$ cat config.mk
export PLATFORM = sky130hd
export DESIGN_NAME = if_stage_flat
export DESIGN_NICKNAME = d
export VERILOG_FILES = /design/src/rtl/cpu_pkg.sv /design/src/rtl/if_stage_if.sv /design/src/rtl/if_halt_ctrl.sv /design/src/rtl/if_stage.sv /design/src/flat_wrapper.sv
export SDC_FILE = /design/constraint.sdc
export NUM_CORES = 1
export LEC_CHECK = 0
export ABC_CLOCK_PERIOD_IN_PS = 4480
export CELL_PAD_IN_SITES_DETAIL_PLACEMENT = 0
export CELL_PAD_IN_SITES_GLOBAL_PLACEMENT = 1
export CORE_MARGIN = 2
export CORE_UTILIZATION = 36
export DETAILED_ROUTE_END_ITERATION = 6
export MAX_ROUTING_LAYER = met4
export PLACE_DENSITY_LB_ADDON = 0.1
export SETUP_SLACK_MARGIN = 0.02
export SLEW_MARGIN = 40
export SYNTH_ARGS = -nofsm -noshare
export SYNTH_HDL_FRONTEND = slang
export SYNTH_SLANG_ARGS = --single-unit
$ cat constraint.sdc
create_clock -name clk -period 4.48 [get_ports clk]
set_input_delay 0.672 -clock clk [delete_from_list [all_inputs] [get_ports clk]]
set_output_delay 0.672 -clock clk [all_outputs]
set_load 0.03 [all_outputs]
$ cat src/rtl/cpu_pkg.sv
// Shared definitions for the 16-bit pipeline: widths, opcode field, bubble
// encoding and the halt-controller state type.
package cpu_pkg;

  localparam int PC_W    = 16;
  localparam int INSTR_W = 16;
  localparam int OPC_MSB = 15;
  localparam int OPC_LSB = 12;

  localparam logic [3:0]         OP_HLT    = 4'hF;
  // ADD R0,R0,R0 with R0 hardwired to zero: architecturally a no-op
  localparam logic [INSTR_W-1:0] NOP_INSTR = 16'h0000;

  typedef enum logic [1:0] {
    RUN    = 2'd0,
    HLT_ID = 2'd1,
    DRAIN  = 2'd2,
    HALTED = 2'd3
  } halt_state_e;

  function automatic logic [3:0] opcode(input logic [INSTR_W-1:0] instr);
    return instr[OPC_MSB:OPC_LSB];
  endfunction

endpackage

$ cat src/rtl/if_stage_if.sv
// Bus between the fetch stage and the rest of the pipeline (hazard unit,
// EX redirect, instruction memory, IF/ID consumer). IF_PERF_CNT_EN adds counters.
interface if_stage_if;
  import cpu_pkg::*;

  logic               stall;
  logic               flush;
  logic [PC_W-1:0]    target_pc;
  logic [PC_W-1:0]    imem_addr;
  logic [INSTR_W-1:0] imem_rdata;
  logic [INSTR_W-1:0] instr_IF_ID;
  logic [PC_W-1:0]    pc_IF_ID;
  logic               valid_IF_ID;
  logic               hlt;
`ifdef IF_PERF_CNT_EN
  logic [15:0]        stall_cnt;
  logic [15:0]        flush_cnt;

  modport master (
    input  stall, flush, target_pc, imem_rdata,
    output imem_addr, instr_IF_ID, pc_IF_ID, valid_IF_ID, hlt, stall_cnt, flush_cnt
  );
  modport slave (
    output stall, flush, target_pc, imem_rdata,
    input  imem_addr, instr_IF_ID, pc_IF_ID, valid_IF_ID, hlt, stall_cnt, flush_cnt
  );
`else
  modport master (
    input  stall, flush, target_pc, imem_rdata,
    output imem_addr, instr_IF_ID, pc_IF_ID, valid_IF_ID, hlt
  );
  modport slave (
    output stall, flush, target_pc, imem_rdata,
    input  imem_addr, instr_IF_ID, pc_IF_ID, valid_IF_ID, hlt
  );
`endif

endinterface

$ cat src/rtl/if_halt_ctrl.sv
// Halt controller: stops fetch when HLT is fetched, drains the pipeline for
// DRAIN_CYCLES non-stalled cycles, then raises hlt until reset.
module if_halt_ctrl
  import cpu_pkg::*;
#(
  parameter int DRAIN_CYCLES = 4
) (
  input  logic clk,
  input  logic rst_n,
  input  logic stall,
  input  logic flush,
  input  logic is_hlt,
  output logic pc_hold,
  output logic force_bubble,
  output logic hlt
);

  localparam int CNT_W = (DRAIN_CYCLES < 1) ? 1 : $clog2(DRAIN_CYCLES + 1);

  halt_state_e      state_reg;
  logic [CNT_W-1:0] cnt_reg;
  logic             bubble_reg;
  logic             hlt_reg;

  always_ff @(posedge clk) begin
    if (!rst_n) begin
      state_reg  <= RUN;
      cnt_reg    <= '0;
      bubble_reg <= 1'b0;
      hlt_reg    <= 1'b0;
    end else if (state_reg != HALTED) begin
      if (flush) begin
        // an older taken branch abandons any pending halt
        state_reg  <= RUN;
        cnt_reg    <= '0;
        bubble_reg <= 1'b0;
      end else if (!stall) begin
        case (state_reg)
          RUN: begin
            if (is_hlt) begin
              state_reg  <= HLT_ID;
              bubble_reg <= 1'b1;
            end
          end
          HLT_ID: begin
            state_reg <= DRAIN;
            cnt_reg   <= CNT_W'(1);
          end
          DRAIN: begin
            if (cnt_reg == CNT_W'(DRAIN_CYCLES)) begin
              state_reg <= HALTED;
              hlt_reg   <= 1'b1;
            end else begin
              cnt_reg <= cnt_reg + CNT_W'(1);
            end
          end
          default: ;
        endcase
      end
    end
  end

  // outside RUN the bubble flag is already set, so is_hlt only matters in RUN
  assign pc_hold      = bubble_reg | is_hlt;
  assign force_bubble = bubble_reg;
  assign hlt          = hlt_reg;

endmodule

$ cat src/rtl/if_stage.sv
// Instruction-fetch stage: PC register, combinational imem address and the
// IF/ID pipeline register. Optional IF_PERF_CNT_EN adds stall/flush counters.
module if_stage
  import cpu_pkg::*;
#(
  parameter logic [PC_W-1:0] RESET_PC     = '0,
  parameter int              DRAIN_CYCLES = 4
) (
  input  logic          clk,
  input  logic          rst_n,
  if_stage_if.master    bus
);

  logic [PC_W-1:0]    pc_reg;
  logic [PC_W-1:0]    pc_inc;
  logic [INSTR_W-1:0] instr_reg;
  logic [PC_W-1:0]    pc_ifid_reg;
  logic               valid_reg;
  logic               is_hlt;
  logic               pc_hold;
  logic               force_bubble;
  logic               hlt;

  assign pc_inc = pc_reg + PC_W'(1);
  assign is_hlt = (opcode(bus.imem_rdata) == OP_HLT);

  if_halt_ctrl #(
    .DRAIN_CYCLES (DRAIN_CYCLES)
  ) u_halt_ctrl (
    .clk          (clk),
    .rst_n        (rst_n),
    .stall        (bus.stall),
    .flush        (bus.flush),
    .is_hlt       (is_hlt),
    .pc_hold      (pc_hold),
    .force_bubble (force_bubble),
    .hlt          (hlt)
  );

  always_ff @(posedge clk) begin
    if (!rst_n) begin
      pc_reg      <= RESET_PC;
      instr_reg   <= NOP_INSTR;
      pc_ifid_reg <= '0;
      valid_reg   <= 1'b0;
    end else if (hlt) begin
      // halted: everything frozen, stall and flush ignored
    end else if (bus.flush) begin
      pc_reg      <= bus.target_pc;
      instr_reg   <= NOP_INSTR;
      pc_ifid_reg <= '0;
      valid_reg   <= 1'b0;
    end else if (!bus.stall) begin
      if (force_bubble) begin
        instr_reg   <= NOP_INSTR;
        pc_ifid_reg <= '0;
        valid_reg   <= 1'b0;
      end else begin
        instr_reg   <= bus.imem_rdata;
        pc_ifid_reg <= pc_inc;
        valid_reg   <= 1'b1;
        if (!pc_hold) begin
          pc_reg <= pc_inc;
        end
      end
    end
  end

  assign bus.imem_addr   = pc_reg;
  assign bus.instr_IF_ID = instr_reg;
  assign bus.pc_IF_ID    = pc_ifid_reg;
  assign bus.valid_IF_ID = valid_reg;
  assign bus.hlt         = hlt;

`ifdef IF_PERF_CNT_EN
  logic [15:0] stall_cnt_reg;
  logic [15:0] flush_cnt_reg;

  always_ff @(posedge clk) begin
    if (!rst_n) begin
      stall_cnt_reg <= '0;
      flush_cnt_reg <= '0;
    end else if (!hlt) begin
      if (bus.flush) begin
        if (flush_cnt_reg != 16'hFFFF) flush_cnt_reg <= flush_cnt_reg + 16'd1;
      end else if (bus.stall) begin
        if (stall_cnt_reg != 16'hFFFF) stall_cnt_reg <= stall_cnt_reg + 16'd1;
      end
    end
  end

  assign bus.stall_cnt = stall_cnt_reg;
  assign bus.flush_cnt = flush_cnt_reg;
`endif

endmodule

$ cat src/flat_wrapper.sv
// flat-port wrapper written by rule: the top's interface ports become plain ports
module if_stage_flat import cpu_pkg::*;
#(
  parameter logic [PC_W-1:0] RESET_PC     = '0,
  parameter int              DRAIN_CYCLES = 4
)
  (clk, rst_n, bus_stall, bus_flush, bus_target_pc, bus_imem_rdata, bus_imem_addr, bus_instr_IF_ID, bus_pc_IF_ID, bus_valid_IF_ID, bus_hlt);
  if_stage_if bus_i ();
  input  logic clk;
  input  logic rst_n;
  input wire logic [$bits(bus_i.stall)-1:0] bus_stall;
  input wire logic [$bits(bus_i.flush)-1:0] bus_flush;
  input wire logic [$bits(bus_i.target_pc)-1:0] bus_target_pc;
  input wire logic [$bits(bus_i.imem_rdata)-1:0] bus_imem_rdata;
  output wire logic [$bits(bus_i.imem_addr)-1:0] bus_imem_addr;
  output wire logic [$bits(bus_i.instr_IF_ID)-1:0] bus_instr_IF_ID;
  output wire logic [$bits(bus_i.pc_IF_ID)-1:0] bus_pc_IF_ID;
  output wire logic [$bits(bus_i.valid_IF_ID)-1:0] bus_valid_IF_ID;
  output wire logic [$bits(bus_i.hlt)-1:0] bus_hlt;
  assign bus_i.stall = bus_stall;
  assign bus_i.flush = bus_flush;
  assign bus_i.target_pc = bus_target_pc;
  assign bus_i.imem_rdata = bus_imem_rdata;
  assign bus_imem_addr = bus_i.imem_addr;
  assign bus_instr_IF_ID = bus_i.instr_IF_ID;
  assign bus_pc_IF_ID = bus_i.pc_IF_ID;
  assign bus_valid_IF_ID = bus_i.valid_IF_ID;
  assign bus_hlt = bus_i.hlt;
  if_stage #(.RESET_PC(RESET_PC), .DRAIN_CYCLES(DRAIN_CYCLES)) u_core (.clk(clk), .rst_n(rst_n), .bus(bus_i));
endmodule
==> impl_metrics.tcl, run 1 <==
set metrics [dict create \
    run_status "finished, final reports clean" \
    vias 2694 \
    initial_core_util 0.377 \
    detailed_router_s_first_iteration_violation_count 133 \
    fillCellCount 711 \
    fin_util 0.518 \
    fin_total_pwr_w 0.00103 \
    syn_area_per_cell_um2 8.43 \
    post_synth_inst_count 328 \
    crit_fanout 10 \
    design.portCount 86 \
    globalRouteMet2Util 0.303 \
    clock_tree.root_cell "sky130_fd_sc_hd__clkbuf_8" \
    gp_congestion 0.828 \
    tritoncts "yes" \
    nets 447 \
    finalSetupViolCount 0 \
    post_drt_via_cell_ratio 5.35 \
    postSynthNetCount 371 \
    area.growth.synth_to_final_pct 37.4 \
    grt_setup_unrepaired "false" \
    clock-sinks 56 \
    die_area_um2 8390 \
    clk_transition_reported_paths_ps 100 \
    antenna_violations_before_repair 0 \
    crit_path_cell_trace "clkdlybuf4s50_1" \
    postRouteWirelength_um 7810 \
    critPathKind "flop to primary output" \
    clkLatencyLatePin_ps 310 \
    gr-max-usage-layer "met2" \
    synth_warnings 0 \
    drive_above_1_share 0.0617 \
    synth_async_sr_flop_share 0 \
    final.setup.tns_ps 0 \
    synth.cell_area_um2 2760 \
    cts_htree_levels 2 \
    clk_path_buf_depth 2 \
    period_minus_slack_ps 2320 \
    globalRouteMet3Util 0.0394 \
    cp.buffers_inverters 1 \
    ys_ff_latch 56 \
    min_period_over_period 0.518 \
    place_hpwl_um 5390 \
    critical_path_arrival_ps 1650 \
    timing.final.max_slew_violations 0 \
    postRouteAntennaNets 0 \
    slew_at_the_pin_closest_to_its_max_slew_limit_ps 767 \
    placementRows 31 \
    finClkSkew_ps 6.37 \
    slew-limit-headroom 0.488 \
    synth.yosys.seq_area_share 0.406 \
    numPortBuffers 85 \
    diodes 0 \
    power.density_cell_area_nw_per_um2 272 \
    route.detailed.drc 0 \
    crit_path_top_delay_cell "sky130_fd_sc_hd__clkdlybuf4s50_1" \
    synth_top_cell_by_area "sky130_fd_sc_hd__dfxtp_1" \
    netlist_top_cells_area "sky130_fd_sc_hd__dfxtp_1 41%, sky130_fd_sc_hd__a22oi_1 6.8%, sky130_fd_sc_hd__nor2_1 4.6%" \
    critical-path-top-delay-family "buffers and inverters" \
    gr-usage-met1 0.244 \
    cellLeakagePower_nw 1.32 \
    via_count_of_the_first_global_routing_pass 2606 \
    synth-edff-count 0 \
    worstPathRequired_ps 3810 \
    globalRouteOverflowTotal 0 \
    hold_viol 0 \
    number_of_detailed_route_iterations_in_the_first_pass 4 \
    synth-main-ff-cell "sky130_fd_sc_hd__dfxtp_1" \
    irDropWorstVdd_uv 138 \
    setup_bufs_post_cts 0 \
    endpoint_kind "primary output" \
    cts_hold_repair.buffers 0 \
    die_h_um 91.6 \
    count_of_unique_library_cells_instantiated_by_yosys 49 \
    crit_path_max_incr_delay_ps 760 \
    max_clock_freq_ghz 0.431 \
    cap_viol_max_count 0 \
    grt_pass1_wl_um 12600 \
    track_usage 0.191 \
    synth_most_common_cell "sky130_fd_sc_hd__dfxtp_1" \
    min-delay-path-class "flop to flop" \
    post_cts_resized 0 \
    synth_top_cells_by_count "56 x sky130_fd_sc_hd__dfxtp_1, 34 x sky130_fd_sc_hd__nor2_1, 25 x sky130_fd_sc_hd__a22oi_1, 25 x sky130_fd_sc_hd__nand2_1, 21 x sky130_fd_sc_hd__a21oi_1" \
    coreArea_um2 7330 \
    synthDominantCellAreaShare 0.406 \
    timing.critical_path.from_type "flop" \
    cts_made_buffers 5 \
    wl_per_cell_um 15.5 \
    grt_max_degree 39 \
    chipWidth_um 91.6 \
]
-- power breakdown --
part | switching, W | internal [W] | total, W
Sequential | 0.0000276 | 0.000517 | 0.000544
Combinational | 0.000108 | 0.0000923 | 0.000201
Clock | 0.000163 | 0.000126 | 0.000289
-- kinds of logic (layout without fill, tap and decap cells) --
group	after synthesis	in the layout	share of synthesized area
xor gates and xnor gates	9	9	0.0285
and+or+nand+nor	113	113	0.221
adders and majority gates	7	7	0.0317
AOI/OAI and AO/OA	107	107	0.259
buffers and inverters	35	112	0.0498
DFF	56	56	0.406
muxes	1	1	0.00362
-- final cells by class --
class | instances | area, um2 | area share
clock buffers | 7 | 86.3 | 0.0227
clock inverters | 1 | 7.51 | 0.00198
inverters | 13 | 48.8 | 0.0129
multi-input cells | 237 | 1510 | 0.399
flip-flops and latches | 56 | 1120 | 0.295
well taps | 99 | 124 | 0.0326
repair buffers | 91 | 896 | 0.236
-- metrics by stage --
| stage | cells | hold WS (ps) | instance area [um2] | worst slack [ps] |
|---|---|---|---|---|
| floorplan | 328 | 458 | 2760 | 2440 |
| global placement | 496 | 445 | 3700 | 1960 |
| detailed placement | 496 | 448 | 3700 | 1910 |
| CTS | 504 | 462 | 3800 | 2140 |
| global route | 504 | 496 | 3800 | 2100 |
| finish | 504 | 457 | 3800 | 2160 |
-- final timing paths --
path | startpoint | endpoint | slack, ps | depth (start not counted)
worst min-delay path | u_core.bus.pc_IF_ID[11]$_SDFFE_PN0P_ | u_core.bus.pc_IF_ID[11]$_SDFFE_PN0P_ | 460 | 2
worst max register to register | u_core.bus.imem_addr[0]$_SDFFE_PN0P_ | u_core.bus.imem_addr[10]$_SDFFE_PN0P_ | 2320 | 5
worst min register to register | u_core.bus.pc_IF_ID[11]$_SDFFE_PN0P_ | u_core.bus.pc_IF_ID[11]$_SDFFE_PN0P_ | 460 | 2
worst max-delay path | u_core.bus.imem_addr[4]$_SDFFE_PN0P_ | bus_imem_addr[4] | 2160 | 1
-- metal layers --
metal  share of wire  up-vias
li1                -     1346
met1            0.47     1265
met2            0.46       75
met3           0.056        8
met4           0.013        0
met5               0        -
-- layout by cell type, fill, tap and decap left out, types with 4 or more instances in the layout --
master,instances
sky130_fd_sc_hd__nand3_1,14
sky130_fd_sc_hd__nor2_1,34
sky130_fd_sc_hd__dfxtp_1,56
sky130_fd_sc_hd__o21a_1,6
sky130_fd_sc_hd__nand4_1,4
sky130_fd_sc_hd__inv_1,13
sky130_fd_sc_hd__nand2_1,25
sky130_fd_sc_hd__buf_4,6
sky130_fd_sc_hd__o31ai_1,5
sky130_fd_sc_hd__a31oi_1,6
sky130_fd_sc_hd__xnor2_1,7
sky130_fd_sc_hd__nor3_1,9
sky130_fd_sc_hd__a22oi_1,25
sky130_fd_sc_hd__a21oi_1,21
sky130_fd_sc_hd__clkdlybuf4s50_1,85
sky130_fd_sc_hd__nand2b_1,5
sky130_fd_sc_hd__nor4_2,4
sky130_fd_sc_hd__clkbuf_8,6
sky130_fd_sc_hd__a21o_1,4
sky130_fd_sc_hd__ha_1,7
sky130_fd_sc_hd__o21ai_1,6
sky130_fd_sc_hd__a21boi_0,4
sky130_fd_sc_hd__o21ai_0,14
Power figures use the tool's default switching activity.
==> inputs of run 2 (changes only) <==
--- a/config.mk
+++ b/config.mk
@@ -5,11 +5,11 @@
 export SDC_FILE = /design/constraint.sdc
 export NUM_CORES = 1
 export LEC_CHECK = 0
-export ABC_CLOCK_PERIOD_IN_PS = 4480
+export ABC_CLOCK_PERIOD_IN_PS = 1950
 export CELL_PAD_IN_SITES_DETAIL_PLACEMENT = 0
 export CELL_PAD_IN_SITES_GLOBAL_PLACEMENT = 1
 export CORE_MARGIN = 2
-export CORE_UTILIZATION = 36
+export CORE_UTILIZATION = 30
 export DETAILED_ROUTE_END_ITERATION = 6
 export MAX_ROUTING_LAYER = met4
 export PLACE_DENSITY_LB_ADDON = 0.1
==> constraint.sdc (replaced) <==
create_clock -name clk -period 1.95 [get_ports clk]
set_input_delay 0.2925 -clock clk [delete_from_list [all_inputs] [get_ports clk]]
set_output_delay 0.2925 -clock clk [all_outputs]
set_load 0.03 [all_outputs]
==> impl_metrics.tcl, run 2 (synthesized netlist as in run 1, its figures left out) <==
set metrics [dict create \
    clk_path_buf_depth 2 \
    crit_path_top_delay_cell "sky130_fd_sc_hd__clkdlybuf4s50_1" \
    hold_slack_ps 461 \
    regToRegSetupSlack_ps 180 \
    diodes 0 \
    period_minus_slack_ps 1880 \
    antenna_violations_before_repair 0 \
    placementRows 35 \
    clk_transition_reported_paths_ps 100 \
    postRouteWirelength_um 8490 \
    cts_hold_repair.buffers 0 \
    initial_core_util 0.303 \
    cts_htree_levels 2 \
    min-delay-path-class "flop to flop" \
    route.detailed.drc 0 \
    crit_fanout 8 \
    postRouteAntennaNets 0 \
    vias 2830 \
    slew-limit-headroom 0.711 \
    timing.critical_path.from_type "flop" \
    cellLeakagePower_nw 1.55 \
    hold_viol 0 \
    fillCellCount 962 \
    coreArea_um2 9110 \
    grt_max_degree 28 \
    clock_tree.root_cell "sky130_fd_sc_hd__clkbuf_8" \
    critical_path_arrival_ps 1580 \
    tritoncts "yes" \
    holdPathEnd "u_core.bus.pc_IF_ID[13]$_SDFFE_PN0P_" \
    final_common_cell "sky130_fd_sc_hd__clkdlybuf4s50_1" \
    wl_per_cell_um 15.6 \
    cp.buffers_inverters 1 \
    endpoint_kind "primary output" \
    min_period_over_period 0.962 \
    die_h_um 100 \
    pre_cts_ws_ps -95.5 \
    finClkSkew_ps 8.11 \
    worst_hold_path.num_cells 2 \
    power.density_cell_area_nw_per_um2 622 \
    finalSetupViolCount 0 \
    gp_congestion 0.852 \
    fin_util 0.449 \
    area.growth.synth_to_final_pct 48.0 \
    layout_common_cells "79 x sky130_fd_sc_hd__clkdlybuf4s50_1, 54 x sky130_fd_sc_hd__dfxtp_1, 34 x sky130_fd_sc_hd__nor2_1" \
    number_of_detailed_route_iterations_in_the_first_pass 4 \
    grt_pass1_wl_um 13300 \
    numPortBuffers 85 \
    cts_made_buffers 5 \
    globalRouteOverflowTotal 0 \
    slew_at_the_pin_closest_to_its_max_slew_limit_ps 430 \
    grt_setup_unrepaired "true" \
    nets 475 \
    max_clock_freq_ghz 0.533 \
    crit_path_cell_trace "clkdlybuf4s50_1" \
    track_usage 0.172 \
    irDropWorstVdd_uv 444 \
    chipWidth_um 100 \
    place_hpwl_um 6260 \
    cap_viol_max_count 0 \
    worstPathRequired_ps 1660 \
    detailed_router_s_first_iteration_violation_count 112 \
    crit_path_max_incr_delay_ps 760 \
    hold_path.startpoint "u_core.bus.pc_IF_ID[13]$_SDFFE_PN0P_" \
    timing.final.max_slew_violations 0 \
    drive_above_1_share 0.132 \
    layout_setup_ws_ps 74.8 \
    post_drt_via_cell_ratio 5.20 \
    die_area_um2 10000 \
    critical-path-top-delay-family "buffers and inverters" \
    rr_endpoint "u_core.bus.imem_addr[10]$_SDFFE_PN0P_" \
    critPathKind "flop to primary output" \
    via_count_of_the_first_global_routing_pass 2629 \
    clkLatencyLatePin_ps 310 \
    run_status "finished, final reports clean" \
    worstSetupStartpoint "u_core.bus.imem_addr[3]$_SDFFE_PN0P_" \
    design.portCount 86 \
    rr_worst_depth 5 \
    reg_to_reg_startpoint "u_core.bus.imem_addr[1]$_SDFFE_PN0P_" \
    clock-sinks 56 \
]
[run 2: cell count changes in the layout (fill, tap and decap cells not counted), sizes merged]
cell | before | now
bufinv | 0 | 1
clkinv | 0 | 1
dlygate4sd2 | 0 | 2
buf | 6 | 34
dlymetal6s2s | 0 | 4
clkbuf | 7 | 5
clkdlybuf4s50 | 85 | 79
[run 2: worst max-delay path by stage]
stage / slack, ps / cells after the start / end
5_1_grt: 9 / 6 / u_core.u_halt_ctrl.state_reg[1]$_SDFFE_PN0P_
6_report: 70 / 1 / bus_imem_addr[3]
3_3_place_gp: -10 / 6 / u_core.u_halt_ctrl.state_reg[1]$_SDFFE_PN0P_
4_1_cts: 30 / 2 / bus_hlt
3_5_place_dp: -100 / 6 / u_core.u_halt_ctrl.state_reg[1]$_SDFFE_PN0P_
2_1_floorplan: 80 / 5 / u_core.bus.imem_addr[10]$_SDFFE_PN0P_
[run 2: metrics by stage]
stage               std cells  instance area [um2]  setup TNS (ps)  total power, W
floorplan                 328                 2770               0         0.00152
detailed placement        536                 3970            -175         0.00179
global placement          536                 3970           -17.3         0.00179
finish                    544                 4090               0         0.00255
CTS                       544                 4080               0         0.00258
global route              544                 4090               0         0.00266
[run 2: layout make-up]
type / count / area, um2 / area share
clock buffers: 5 / 68.8 / 0.0168
multi-input cells: 237 / 1520 / 0.371
clock inverters: 3 / 42.5 / 0.0104
well taps: 111 / 139 / 0.0340
flip-flops and latches: 56 / 1120 / 0.275
inverters: 13 / 48.8 / 0.0119
repair buffers: 119 / 1150 / 0.281
[run 2: report_power, final]
group,switching [W],internal (W),leakage (nW),total [W]
combinational,0.000266,0.000248,1.04,0.000514
sequential,0.0000590,0.00119,0.457,0.00125
clock,0.000403,0.000381,0.0541,0.000784
[run 2: metal layers]
metal	up-vias	wire [um]	track usage
li1	1406	-	-
met1	1318	4030	0.220
met2	91	3900	0.277
met3	15	373	0.0313
met4	0	186	0.0558
met5	-	0	-
[run 2: what timing repair did]
| action | in CTS | in global routing |
|---|---|---|
| cloned | 0 | 0 |
| setup endpoints to repair | 2 | 7 |
| gates resized for setup | 2 | 5 |
| hold endpoints to repair | 0 | 0 |
| buffers inserted | 0 | 0 |
| pin swaps | 0 | 1 |
